===== config.mk =====
export PLATFORM = sky130hd
export DESIGN_NAME = quad_decoder_multi_flat
export DESIGN_NICKNAME = d
export VERILOG_FILES = /design/src/rtl/quad_decoder_multi_pkg.sv /design/src/rtl/quad_decoder_multi_if.sv /design/src/rtl/quad_decoder_multi_chan.sv /design/src/rtl/quad_decoder_multi.sv /design/src/flat_wrapper.sv
export SDC_FILE = /design/constraint.sdc
export NUM_CORES = 1
export LEC_CHECK = 0
export BUFFER_PORTS_ARGS = -buffer_cell sky130_fd_sc_hd__buf_2
export CAP_MARGIN = 10
export CORE_MARGIN = 2
export CORE_UTILIZATION = 45
export CTS_BUF_LIST = sky130_fd_sc_hd__clkbuf_16
export DETAILED_ROUTE_END_ITERATION = 10
export PLACE_DENSITY = 0.63
export SETUP_SLACK_MARGIN = 0.1
export SLEW_MARGIN = 20
export SYNTH_ARGS = -nofsm -noshare
export SYNTH_HDL_FRONTEND = slang
export SYNTH_SLANG_ARGS = --single-unit

===== constraint.sdc =====
create_clock -name clk -period 6.6 [get_ports clk]
set_clock_uncertainty 0.15 [all_clocks]
set_input_delay 0.33 -clock clk [delete_from_list [all_inputs] [get_ports clk]]
set_output_delay 0.33 -clock clk [all_outputs]
set_load 0.05 [all_outputs]

===== src/rtl/quad_decoder_multi_pkg.sv =====
// ---------------------------------------------------------------------------
// quad_decoder_multi_pkg
//   Shared definitions for the multi-channel quadrature decoder:
//   decode-mode encodings, forward/reverse {A,B} state-pair constants,
//   the step classification type and helper functions, default widths
//   and the SPI field offsets used by the command decoder.
// ---------------------------------------------------------------------------
package quad_decoder_multi_pkg;

  // Counts per quadrature cycle
  localparam int DECODE_X1 = 1;
  localparam int DECODE_X2 = 2;
  localparam int DECODE_X4 = 4;

  localparam int NUM_CH_DEFAULT    = 7;
  localparam int CNT_WIDTH_DEFAULT = 32;

  // Field offsets inside the C_SET_QUAD_COUNTS / C_READ_INTERUPTS payloads
  localparam int QUAD_VALUE_LSB = 0;
  localparam int QUAD_CH_LSB    = 32;
  localparam int QUAD_INTR_LSB  = 0;

  // {prev,cur} pairs of the forward sequence 00->10->11->01->00
  localparam logic [3:0] FWD_00_10 = 4'b00_10;
  localparam logic [3:0] FWD_10_11 = 4'b10_11;
  localparam logic [3:0] FWD_11_01 = 4'b11_01;
  localparam logic [3:0] FWD_01_00 = 4'b01_00;
  // Reverse sequence pairs
  localparam logic [3:0] REV_10_00 = 4'b10_00;
  localparam logic [3:0] REV_11_10 = 4'b11_10;
  localparam logic [3:0] REV_01_11 = 4'b01_11;
  localparam logic [3:0] REV_00_01 = 4'b00_01;

  typedef enum logic [1:0] {
    STEP_NONE,
    STEP_UP,
    STEP_DOWN,
    STEP_ILLEGAL
  } step_e;

  function automatic int clog2(input int value);
    int result;
    int v;
    result = 0;
    v = value - 1;
    while (v > 0) begin
      result = result + 1;
      v = v >> 1;
    end
    return result;
  endfunction

  // Both bits changing at once cannot be ordered, so it is illegal
  function automatic step_e classifyStep(input logic [1:0] prevAb,
                                         input logic [1:0] curAb);
    step_e kind;
    case ({prevAb, curAb})
      FWD_00_10, FWD_10_11, FWD_11_01, FWD_01_00: kind = STEP_UP;
      REV_10_00, REV_11_10, REV_01_11, REV_00_01: kind = STEP_DOWN;
      default: kind = (prevAb == curAb) ? STEP_NONE : STEP_ILLEGAL;
    endcase
    return kind;
  endfunction

endpackage


===== src/rtl/quad_decoder_multi_if.sv =====
// ---------------------------------------------------------------------------
// quad_decoder_multi_if
//   Host-side bus of the decoder: count load and compare writes from the
//   SPI command decoder, the interrupt clear mask, and the status/count
//   read-back.
//   master : SPI command decoder side (drives ld/cmp/clr, reads status)
//   slave  : decoder side
// ---------------------------------------------------------------------------
interface quad_decoder_multi_if #(
  parameter int NUM_CH    = 7,
  parameter int CNT_WIDTH = 32
);
  import quad_decoder_multi_pkg::*;

  localparam int CH_W = (NUM_CH > 1) ? clog2(NUM_CH) : 1;

  logic                        ld_valid;
  logic [CH_W-1:0]             ld_ch;
  logic [CNT_WIDTH-1:0]        ld_value;
  logic                        cmp_valid;
  logic [CH_W-1:0]             cmp_ch;
  logic [CNT_WIDTH-1:0]        cmp_value;
  logic [NUM_CH-1:0]           intr_clr;
  logic [NUM_CH*CNT_WIDTH-1:0] count_flat;
  logic [NUM_CH-1:0]           dir;
  logic [NUM_CH-1:0]           err;
  logic [NUM_CH-1:0]           intr_pend;
  logic                        intrpt_out;

  modport master (
    output ld_valid, ld_ch, ld_value, cmp_valid, cmp_ch, cmp_value, intr_clr,
    input  count_flat, dir, err, intr_pend, intrpt_out
  );

  modport slave (
    input  ld_valid, ld_ch, ld_value, cmp_valid, cmp_ch, cmp_value, intr_clr,
    output count_flat, dir, err, intr_pend, intrpt_out
  );

endinterface


===== src/rtl/quad_decoder_multi_chan.sv =====
// ---------------------------------------------------------------------------
// quad_decoder_multi_chan
//   One decoder channel: two-flop synchroniser, run-length glitch filter,
//   x1/x2/x4 decode, wrapping up/down count, compare-match flag and sticky
//   illegal-transition flag.
//   clk, resetn          : clock, async active-low reset
//   quad_a_i, quad_b_i   : raw asynchronous A/B pins
//   ld_en_i, ld_value_i  : load strobe already qualified for this channel
//   cmp_en_i, cmp_value_i: compare write already qualified for this channel
//   clr_i                : clears pend_o and err_o
//   count_o, dir_o, err_o, pend_o : registered channel state
// ---------------------------------------------------------------------------
module quad_decoder_multi_chan
  import quad_decoder_multi_pkg::*;
#(
  parameter int CNT_WIDTH   = CNT_WIDTH_DEFAULT,
  parameter int FILTER_LEN  = 4,
  parameter int DECODE_MODE = DECODE_X4
) (
  input  logic                 clk,
  input  logic                 resetn,
  input  logic                 quad_a_i,
  input  logic                 quad_b_i,
  input  logic                 ld_en_i,
  input  logic [CNT_WIDTH-1:0] ld_value_i,
  input  logic                 cmp_en_i,
  input  logic [CNT_WIDTH-1:0] cmp_value_i,
  input  logic                 clr_i,
  output logic [CNT_WIDTH-1:0] count_o,
  output logic                 dir_o,
  output logic                 err_o,
  output logic                 pend_o
);

  localparam int RUN_W = (clog2(FILTER_LEN + 1) > 0) ? clog2(FILTER_LEN + 1) : 1;
  localparam logic [RUN_W-1:0] RUN_FULL = RUN_W'(FILTER_LEN);
  localparam logic [RUN_W-1:0] RUN_ONE  = RUN_W'(1);

  logic [1:0]           sync1_q, sync2_q;
  logic [1:0]           syncVld_q;
  logic [1:0]           cand_q, cand_d;
  logic [RUN_W-1:0]     run_q, run_d;
  logic [1:0]           filt_q, filt_d;
  logic                 filtVld_q, filtVld_d;
  logic [1:0]           last_q;
  logic                 lastVld_q;
  logic [CNT_WIDTH-1:0] count_q, count_d;
  logic [CNT_WIDTH-1:0] cmp_q, cmp_d;
  logic                 dir_q, dir_d;
  logic                 err_q, err_d;
  logic                 pend_q, pend_d;

  step_e                stepKind;
  logic                 stepEn;
  logic [CNT_WIDTH-1:0] stepVal;

  // Filter: syncVld_q marks when sync2_q holds real pin data rather than
  // its reset value, so the filter never accepts a fake 00 after reset.
  // run_q==0 means no candidate yet; the filtered level is replaced once
  // the candidate has been seen FILTER_LEN times in a row.
  always_comb begin
    cand_d    = cand_q;
    run_d     = run_q;
    filt_d    = filt_q;
    filtVld_d = filtVld_q;
    if (syncVld_q[1]) begin
      if ((sync2_q == cand_q) && (run_q != '0)) begin
        if (run_q != RUN_FULL) begin
          run_d = run_q + RUN_ONE;
        end
      end else begin
        cand_d = sync2_q;
        run_d  = RUN_ONE;
      end
      if (run_d == RUN_FULL) begin
        filt_d    = cand_d;
        filtVld_d = 1'b1;
      end
    end
  end

  // Decode compares the filtered level with its one-cycle-old copy; the
  // very first accepted level has no valid predecessor and only seeds it.
  always_comb begin
    stepKind = STEP_NONE;
    stepEn   = 1'b0;
    if (filtVld_q && lastVld_q) begin
      stepKind = classifyStep(last_q, filt_q);
    end
    if ((stepKind == STEP_UP) || (stepKind == STEP_DOWN)) begin
      if (DECODE_MODE == DECODE_X1) begin
        stepEn = !last_q[1] && filt_q[1];
      end else if (DECODE_MODE == DECODE_X2) begin
        stepEn = last_q[1] != filt_q[1];
      end else begin
        stepEn = 1'b1;
      end
    end
    stepVal = (stepKind == STEP_UP) ? count_q + 1'b1 : count_q - 1'b1;
  end

  // A load wins over a coinciding step; the overridden step neither moves
  // dir nor can raise a compare match. A new match wins over a clear.
  always_comb begin
    count_d = count_q;
    dir_d   = dir_q;
    if (ld_en_i) begin
      count_d = ld_value_i;
    end else if (stepEn) begin
      count_d = stepVal;
      dir_d   = (stepKind == STEP_UP);
    end
    pend_d = (pend_q && !clr_i) || (stepEn && !ld_en_i && (stepVal == cmp_q));
    err_d  = (err_q && !clr_i) || (stepKind == STEP_ILLEGAL);
    cmp_d  = cmp_en_i ? cmp_value_i : cmp_q;
  end

  // All channel state; compare register resets to all-ones
  always_ff @(posedge clk or negedge resetn) begin
    if (!resetn) begin
      sync1_q   <= '0;
      sync2_q   <= '0;
      syncVld_q <= '0;
      cand_q    <= '0;
      run_q     <= '0;
      filt_q    <= '0;
      filtVld_q <= 1'b0;
      last_q    <= '0;
      lastVld_q <= 1'b0;
      count_q   <= '0;
      cmp_q     <= '1;
      dir_q     <= 1'b0;
      err_q     <= 1'b0;
      pend_q    <= 1'b0;
    end else begin
      sync1_q   <= {quad_a_i, quad_b_i};
      sync2_q   <= sync1_q;
      syncVld_q <= {syncVld_q[0], 1'b1};
      cand_q    <= cand_d;
      run_q     <= run_d;
      filt_q    <= filt_d;
      filtVld_q <= filtVld_d;
      last_q    <= filt_q;
      lastVld_q <= filtVld_q;
      count_q   <= count_d;
      cmp_q     <= cmp_d;
      dir_q     <= dir_d;
      err_q     <= err_d;
      pend_q    <= pend_d;
    end
  end

  assign count_o = count_q;
  assign dir_o   = dir_q;
  assign err_o   = err_q;
  assign pend_o  = pend_q;

endmodule


===== src/rtl/quad_decoder_multi.sv =====
// ---------------------------------------------------------------------------
// quad_decoder_multi
//   N-channel quadrature decoder between the slot pins and the SPI command
//   decoder. Holds only the ld/cmp channel demux, count packing and the
//   registered interrupt OR; all per-channel logic lives in
//   quad_decoder_multi_chan.
//   clk, resetn    : 100 MHz clock, async active-low reset
//   quad_a, quad_b : raw asynchronous A/B pins, one per channel
//   bus            : host bus (ld/cmp/clr in, counts and flags out)
// ---------------------------------------------------------------------------
module quad_decoder_multi
  import quad_decoder_multi_pkg::*;
#(
  parameter int NUM_CH      = NUM_CH_DEFAULT,
  parameter int CNT_WIDTH   = CNT_WIDTH_DEFAULT,
  parameter int FILTER_LEN  = 4,
  parameter int DECODE_MODE = DECODE_X4
) (
  input  logic              clk,
  input  logic              resetn,
  input  logic [NUM_CH-1:0] quad_a,
  input  logic [NUM_CH-1:0] quad_b,
  quad_decoder_multi_if.slave bus
);

  localparam int CH_W = (NUM_CH > 1) ? clog2(NUM_CH) : 1;

  logic [NUM_CH-1:0][CNT_WIDTH-1:0] countW;
  logic [NUM_CH-1:0]                dirW;
  logic [NUM_CH-1:0]                errW;
  logic [NUM_CH-1:0]                pendW;
  logic                             intrpt_q;

  // Channel indices >= NUM_CH never match any instance, so such loads
  // and compare writes are dropped.
  genvar n;
  generate
    for (n = 0; n < NUM_CH; n++) begin : g_chan
      quad_decoder_multi_chan #(
        .CNT_WIDTH  (CNT_WIDTH),
        .FILTER_LEN (FILTER_LEN),
        .DECODE_MODE(DECODE_MODE)
      ) u_chan (
        .clk        (clk),
        .resetn     (resetn),
        .quad_a_i   (quad_a[n]),
        .quad_b_i   (quad_b[n]),
        .ld_en_i    (bus.ld_valid && (bus.ld_ch == CH_W'(n))),
        .ld_value_i (bus.ld_value),
        .cmp_en_i   (bus.cmp_valid && (bus.cmp_ch == CH_W'(n))),
        .cmp_value_i(bus.cmp_value),
        .clr_i      (bus.intr_clr[n]),
        .count_o    (countW[n]),
        .dir_o      (dirW[n]),
        .err_o      (errW[n]),
        .pend_o     (pendW[n])
      );
    end
  endgenerate

  // Interrupt line follows the OR of pending flags one cycle later
  always_ff @(posedge clk or negedge resetn) begin
    if (!resetn) begin
      intrpt_q <= 1'b0;
    end else begin
      intrpt_q <= |pendW;
    end
  end

  assign bus.count_flat = countW;
  assign bus.dir        = dirW;
  assign bus.err        = errW;
  assign bus.intr_pend  = pendW;
  assign bus.intrpt_out = intrpt_q;

endmodule


===== src/flat_wrapper.sv =====
// flat-port wrapper written by rule: the top's interface ports become plain ports
module quad_decoder_multi_flat import quad_decoder_multi_pkg::*;
#(
  parameter int NUM_CH      = NUM_CH_DEFAULT,
  parameter int CNT_WIDTH   = CNT_WIDTH_DEFAULT,
  parameter int FILTER_LEN  = 4,
  parameter int DECODE_MODE = DECODE_X4
)
  (clk, resetn, quad_a, quad_b, bus_ld_valid, bus_ld_ch, bus_ld_value, bus_cmp_valid, bus_cmp_ch, bus_cmp_value, bus_intr_clr, bus_count_flat, bus_dir, bus_err, bus_intr_pend, bus_intrpt_out);
  quad_decoder_multi_if #(.NUM_CH(NUM_CH), .CNT_WIDTH(CNT_WIDTH)) bus_i ();
  input  logic clk;
  input  logic resetn;
  input  logic [NUM_CH-1:0] quad_a;
  input  logic [NUM_CH-1:0] quad_b;
  input wire logic [$bits(bus_i.ld_valid)-1:0] bus_ld_valid;
  input wire logic [$bits(bus_i.ld_ch)-1:0] bus_ld_ch;
  input wire logic [$bits(bus_i.ld_value)-1:0] bus_ld_value;
  input wire logic [$bits(bus_i.cmp_valid)-1:0] bus_cmp_valid;
  input wire logic [$bits(bus_i.cmp_ch)-1:0] bus_cmp_ch;
  input wire logic [$bits(bus_i.cmp_value)-1:0] bus_cmp_value;
  input wire logic [$bits(bus_i.intr_clr)-1:0] bus_intr_clr;
  output wire logic [$bits(bus_i.count_flat)-1:0] bus_count_flat;
  output wire logic [$bits(bus_i.dir)-1:0] bus_dir;
  output wire logic [$bits(bus_i.err)-1:0] bus_err;
  output wire logic [$bits(bus_i.intr_pend)-1:0] bus_intr_pend;
  output wire logic [$bits(bus_i.intrpt_out)-1:0] bus_intrpt_out;
  assign bus_i.ld_valid = bus_ld_valid;
  assign bus_i.ld_ch = bus_ld_ch;
  assign bus_i.ld_value = bus_ld_value;
  assign bus_i.cmp_valid = bus_cmp_valid;
  assign bus_i.cmp_ch = bus_cmp_ch;
  assign bus_i.cmp_value = bus_cmp_value;
  assign bus_i.intr_clr = bus_intr_clr;
  assign bus_count_flat = bus_i.count_flat;
  assign bus_dir = bus_i.dir;
  assign bus_err = bus_i.err;
  assign bus_intr_pend = bus_i.intr_pend;
  assign bus_intrpt_out = bus_i.intrpt_out;
  quad_decoder_multi #(.NUM_CH(NUM_CH), .CNT_WIDTH(CNT_WIDTH), .FILTER_LEN(FILTER_LEN), .DECODE_MODE(DECODE_MODE)) u_core (.clk(clk), .resetn(resetn), .quad_a(quad_a), .quad_b(quad_b), .bus(bus_i));
endmodule

==> flow_summary_export.csv <==
group,metric,value,unit
clock_network,cts_buffer_depth,3,
cells_and_area,multi_input_area,0.02554,mm²
hold_path,hold_depth,3,
sta,tns,0,ns
clock_network,ctsResizeCount,0,
logic_synthesis,synthArstFlopShare,1.000,
cells_and_area,mostFrequentLayoutCells,"474 x a21oi_1, 448 x nor2_1, 414 x nand2_1, 353 x dfrtp_1, 339 x buf_2",
floorplan,core_region_area,0.09194,mm²
floorplan,ios,341,
logic_synthesis,synth.avg_cell_area,8.963,µm²
clock_network,cts-root-buf,"clkbuf_16",
cells_and_area,area_delta_synth_final,12.96,%
logic_synthesis,syn_area,0.04182,mm²
logic_synthesis,syn_inst,4666,
hold_path,holdPathEnd,"u_core.g_chan[0].u_chan.count_o[24]",
routing,wire_per_inst,25.43,µm
setup_path,reg2reg_depth,19,
setup_path,regToRegEndpoint,"u_core.g_chan[4].u_chan.pend_o",
status,status,"finished clean",
routing,vias,37180,
setup_path,crit_required,6.99,ns
clock_network,tritoncts,"done",
global_routing,grt_pass1_vias,35040,
power,vdd_drop_max,0.2410,mV
routing,drc,0,
global_routing,grt_max_degree,148,
sta,setup_viol,0,
logic_synthesis,synth_edf_count,0,
cells_and_area,drive_gt1_frac,0.2125,
global_routing,overflow,0,
placed_design,place_ws,0.7411,ns
sta,period_minus_slack,5.933,ns
global_routing,grt_first_pass_wirelength,231.0,mm
floorplan,die_area,0.09539,mm²
power,totalPowerFinal,0.02468,W
sta,hold_viol,0,
sta,setup_ws,0.6672,ns
setup_path,path_max_fanout,19,
floorplan,std_cell_rows,111,
floorplan,initial_core_util,0.4549,
power,p_per_area,522.4,mW/mm²
logic_synthesis,ys_ff_latch,577,
cells_and_area,seq_area,0.01472,mm²
clock_network,ctsHoldBuffers,27,
routing,dr.pass1.iters,6,
hold_path,hold_start,"bus_ld_value[24]",
logic_synthesis,synth_flop_cell,"dfrtp_1",
power,p_leak,20.07,nW
global_routing,antenna_found_initial,32,
cells_and_area,fillers,8762,
sta,max_slew_margin,0.3062,
setup_path,timing.rr.start,"u_core.g_chan[4].u_chan.filt_q[1]",
setup_path,r2r_setup_slack,0.67,ns
clock_network,insertion_delay,0.65,ns
routing,via_per_inst,5.981,
setup_path,crit_arrival,6.32,ns
logic_synthesis,synth.distinct_cells,102,
setup_path,worst-setup-path-type,"register to register",
sta,fin_crit_sh,0.8989,
clock_network,cts-buffers-inserted,71,
sta,max_freq,168.6,MHz
clock_network,postCtsSetupBuffers,0,
logic_synthesis,ys_seq_area_frac,0.3519,
placed_design,place.port_buffers,340,
routing,ant_nets,0,
routing,drt-total-wl,158.0,mm
floorplan,die_w,308.9,µm
sta,worst_pin_slew,1.034,ns
run,cap_violations,0,
clock_network,htree_levels,3,
setup_path,cp-end-kind,"register",
cells_and_area,layout_commonest_cell,"a21oi_1",
clock_network,cts_sinks,577,
placed_design,hpwl,112.6,mm
cells_and_area,layout.nets,5244,
sta,maxSlewViolCount,0,
routing,first_iter_violations,3683,
placed_design,gp_congestion,0.9871,
clock_network,clkTransAtPathRegs,0.06,ns
global_routing,track_usage,0.3274,
sta,rsz0062_at_grt,"no",
floorplan,die_h,308.9,µm
setup_path,cp-start-kind,"register",
sta,fin_hold_ws,0.02926,ns
logic_synthesis,yosys_warnings,0,
hold_path,hp-class,"primary input to register",
logic_synthesis,synth_nets,5006,
## area by class of cell
cell class | count | area share
Timing Repair Buffer | 417 | 0.05069
Clock inverter | 55 | 0.01187
Antenna cell | 11 | 0.0005827
Tap cell | 1243 | 0.03292
Inverter | 152 | 0.01208
Sequential cell | 577 | 0.3116
Multi-Input combinational cell | 3685 | 0.5406
Clock buffer | 75 | 0.03973
## Yosys cell counts, drive strengths merged, types with 9 or more instances
library cell  count  share of area
a311o             9         0.0022
and3             28         0.0042
or3              22         0.0033
nor4             43         0.0066
o21bai           36         0.0065
or3b              9         0.0019
a21boi           11         0.0021
a211oi           42         0.0077
inv             149          0.013
o21a             44         0.0079
ha              238          0.071
nor2b            48         0.0072
or2              24         0.0036
a22oi            10         0.0018
a21o            117          0.021
o311ai           17         0.0036
xnor3            33          0.018
a221oi           10         0.0022
xnor2           257          0.054
a21oi           477          0.057
nor2            449          0.040
mux2            258          0.069
a211o            18         0.0038
dfstp           224           0.14
and2             21         0.0031
a31oi            62         0.0093
o31ai            17         0.0032
buf              51         0.0069
clkbuf          201          0.018
o211ai           28         0.0050
nand3b            9         0.0016
mux2i            47          0.011
nand2b           46         0.0069
xor2            142          0.030
a2111oi          16         0.0038
nor3b            11         0.0020
dfrtp           353           0.21
nand2           414          0.037
nand4            61         0.0091
o2111ai          14         0.0029
o21ai           289          0.035
nand3            79         0.0095
nor3             85          0.010
## flip-flops by register name, summed over array words and instances, names as in the netlist, 2 cells and up
register	count
u_core.g_chan.u_chan.pend_o	7
u_core.g_chan.u_chan.last_q	14
u_core.g_chan.u_chan.cmp_q	224
u_core.g_chan.u_chan.count_o	224
u_core.g_chan.u_chan.sync1_q	14
u_core.g_chan.u_chan.syncVld_q	2
u_core.g_chan.u_chan.dir_o	7
u_core.g_chan.u_chan.run_q	21
u_core.g_chan.u_chan.filt_q	14
u_core.g_chan.u_chan.cand_q	14
u_core.g_chan.u_chan.lastVld_q	7
u_core.g_chan.u_chan.filtVld_q	7
u_core.g_chan.u_chan.err_o	7
u_core.g_chan.u_chan.sync2_q	14
## logic make-up (layout without fill, tap and decap cells)
logic type / after synthesis / in the layout / share of synthesized area
xor gates and xnor gates: 435 / 435 / 0.1030
DFF: 577 / 577 / 0.3519
adders and majority gates: 245 / 245 / 0.07455
muxes: 305 / 305 / 0.08072
AOI/OAI and AO/OA: 1312 / 1312 / 0.1965
and+or+nand+nor: 1387 / 1387 / 0.1545
other: 1 / 12 / 0.00008966
buffers and inverters: 404 / 699 / 0.03862
## worst max-delay path, cell delays in order, from the launching register on
cell and delay (ns):
dfrtp_1 0.39, nand2b_1 0.16, o21ai_0 0.07, nor2_1 0.05, or3b_2 0.48, ha_1 0.27
inv_1 0.58, ha_1 0.40, nor2b_1 0.14, o21ai_1 0.20, a21oi_1 0.12, o211a_1 0.28
o21a_1 0.26, o41ai_1 0.52, xnor3_1 0.30, nor4_1 0.48, nand4_1 0.17, nor4_1 0.38
nand4_1 0.16, o31ai_1 0.26
## layer usage
layer | part of all wire | up-vias | GRT usage
met5 | 0.00023 | - | 0
met4 | 0.044 | 6 | 0.1401
met3 | 0.090 | 281 | 0.06920
met2 | 0.43 | 1487 | 0.4963
met1 | 0.43 | 18150 | 0.4521
li1 | - | 17250 | -
## how the worst max path moves through the flow
| stage | start | end | slack (ns) | depth (start not counted) |
|---|---|---|---|---|
| floorplan | u_core.g_chan[6].u_chan.filt_q[1] | u_core.g_chan[6].u_chan.pend_o | 1.33 | 19 |
| global placement | u_core.g_chan[3].u_chan.filt_q[1] | u_core.g_chan[3].u_chan.pend_o | 0.87 | 19 |
| detailed placement | u_core.g_chan[4].u_chan.filt_q[1] | u_core.g_chan[4].u_chan.pend_o | 0.74 | 19 |
| CTS | u_core.g_chan[4].u_chan.filt_q[1] | u_core.g_chan[4].u_chan.pend_o | 0.73 | 19 |
| global route | u_core.g_chan[2].u_chan.filt_q[1] | u_core.g_chan[2].u_chan.pend_o | 0.33 | 20 |
| finish | u_core.g_chan[4].u_chan.filt_q[1] | u_core.g_chan[4].u_chan.pend_o | 0.67 | 19 |
## metrics by stage
step / util / std cells / cell area, µm²
2_1_floorplan: - / 4666 / 41820
3_3_place_gp: 0.4841 / 6047 / 44510
3_5_place_dp: 0.4841 / 6047 / 44510
4_1_cts: 0.5135 / 6204 / 47220
5_1_grt: 0.5135 / 6204 / 47220
6_report: 0.5138 / 6215 / 47240
## power by group
group | leakage, nW | internal [W] | switching, W | total [W]
combinational | 12.3 | 0.00539 | 0.00919 | 0.0146
sequential | 6.55 | 0.00477 | 0.00117 | 0.00594
clock | 1.23 | 0.00249 | 0.00167 | 0.00416
Power figures use the tool's default switching activity.
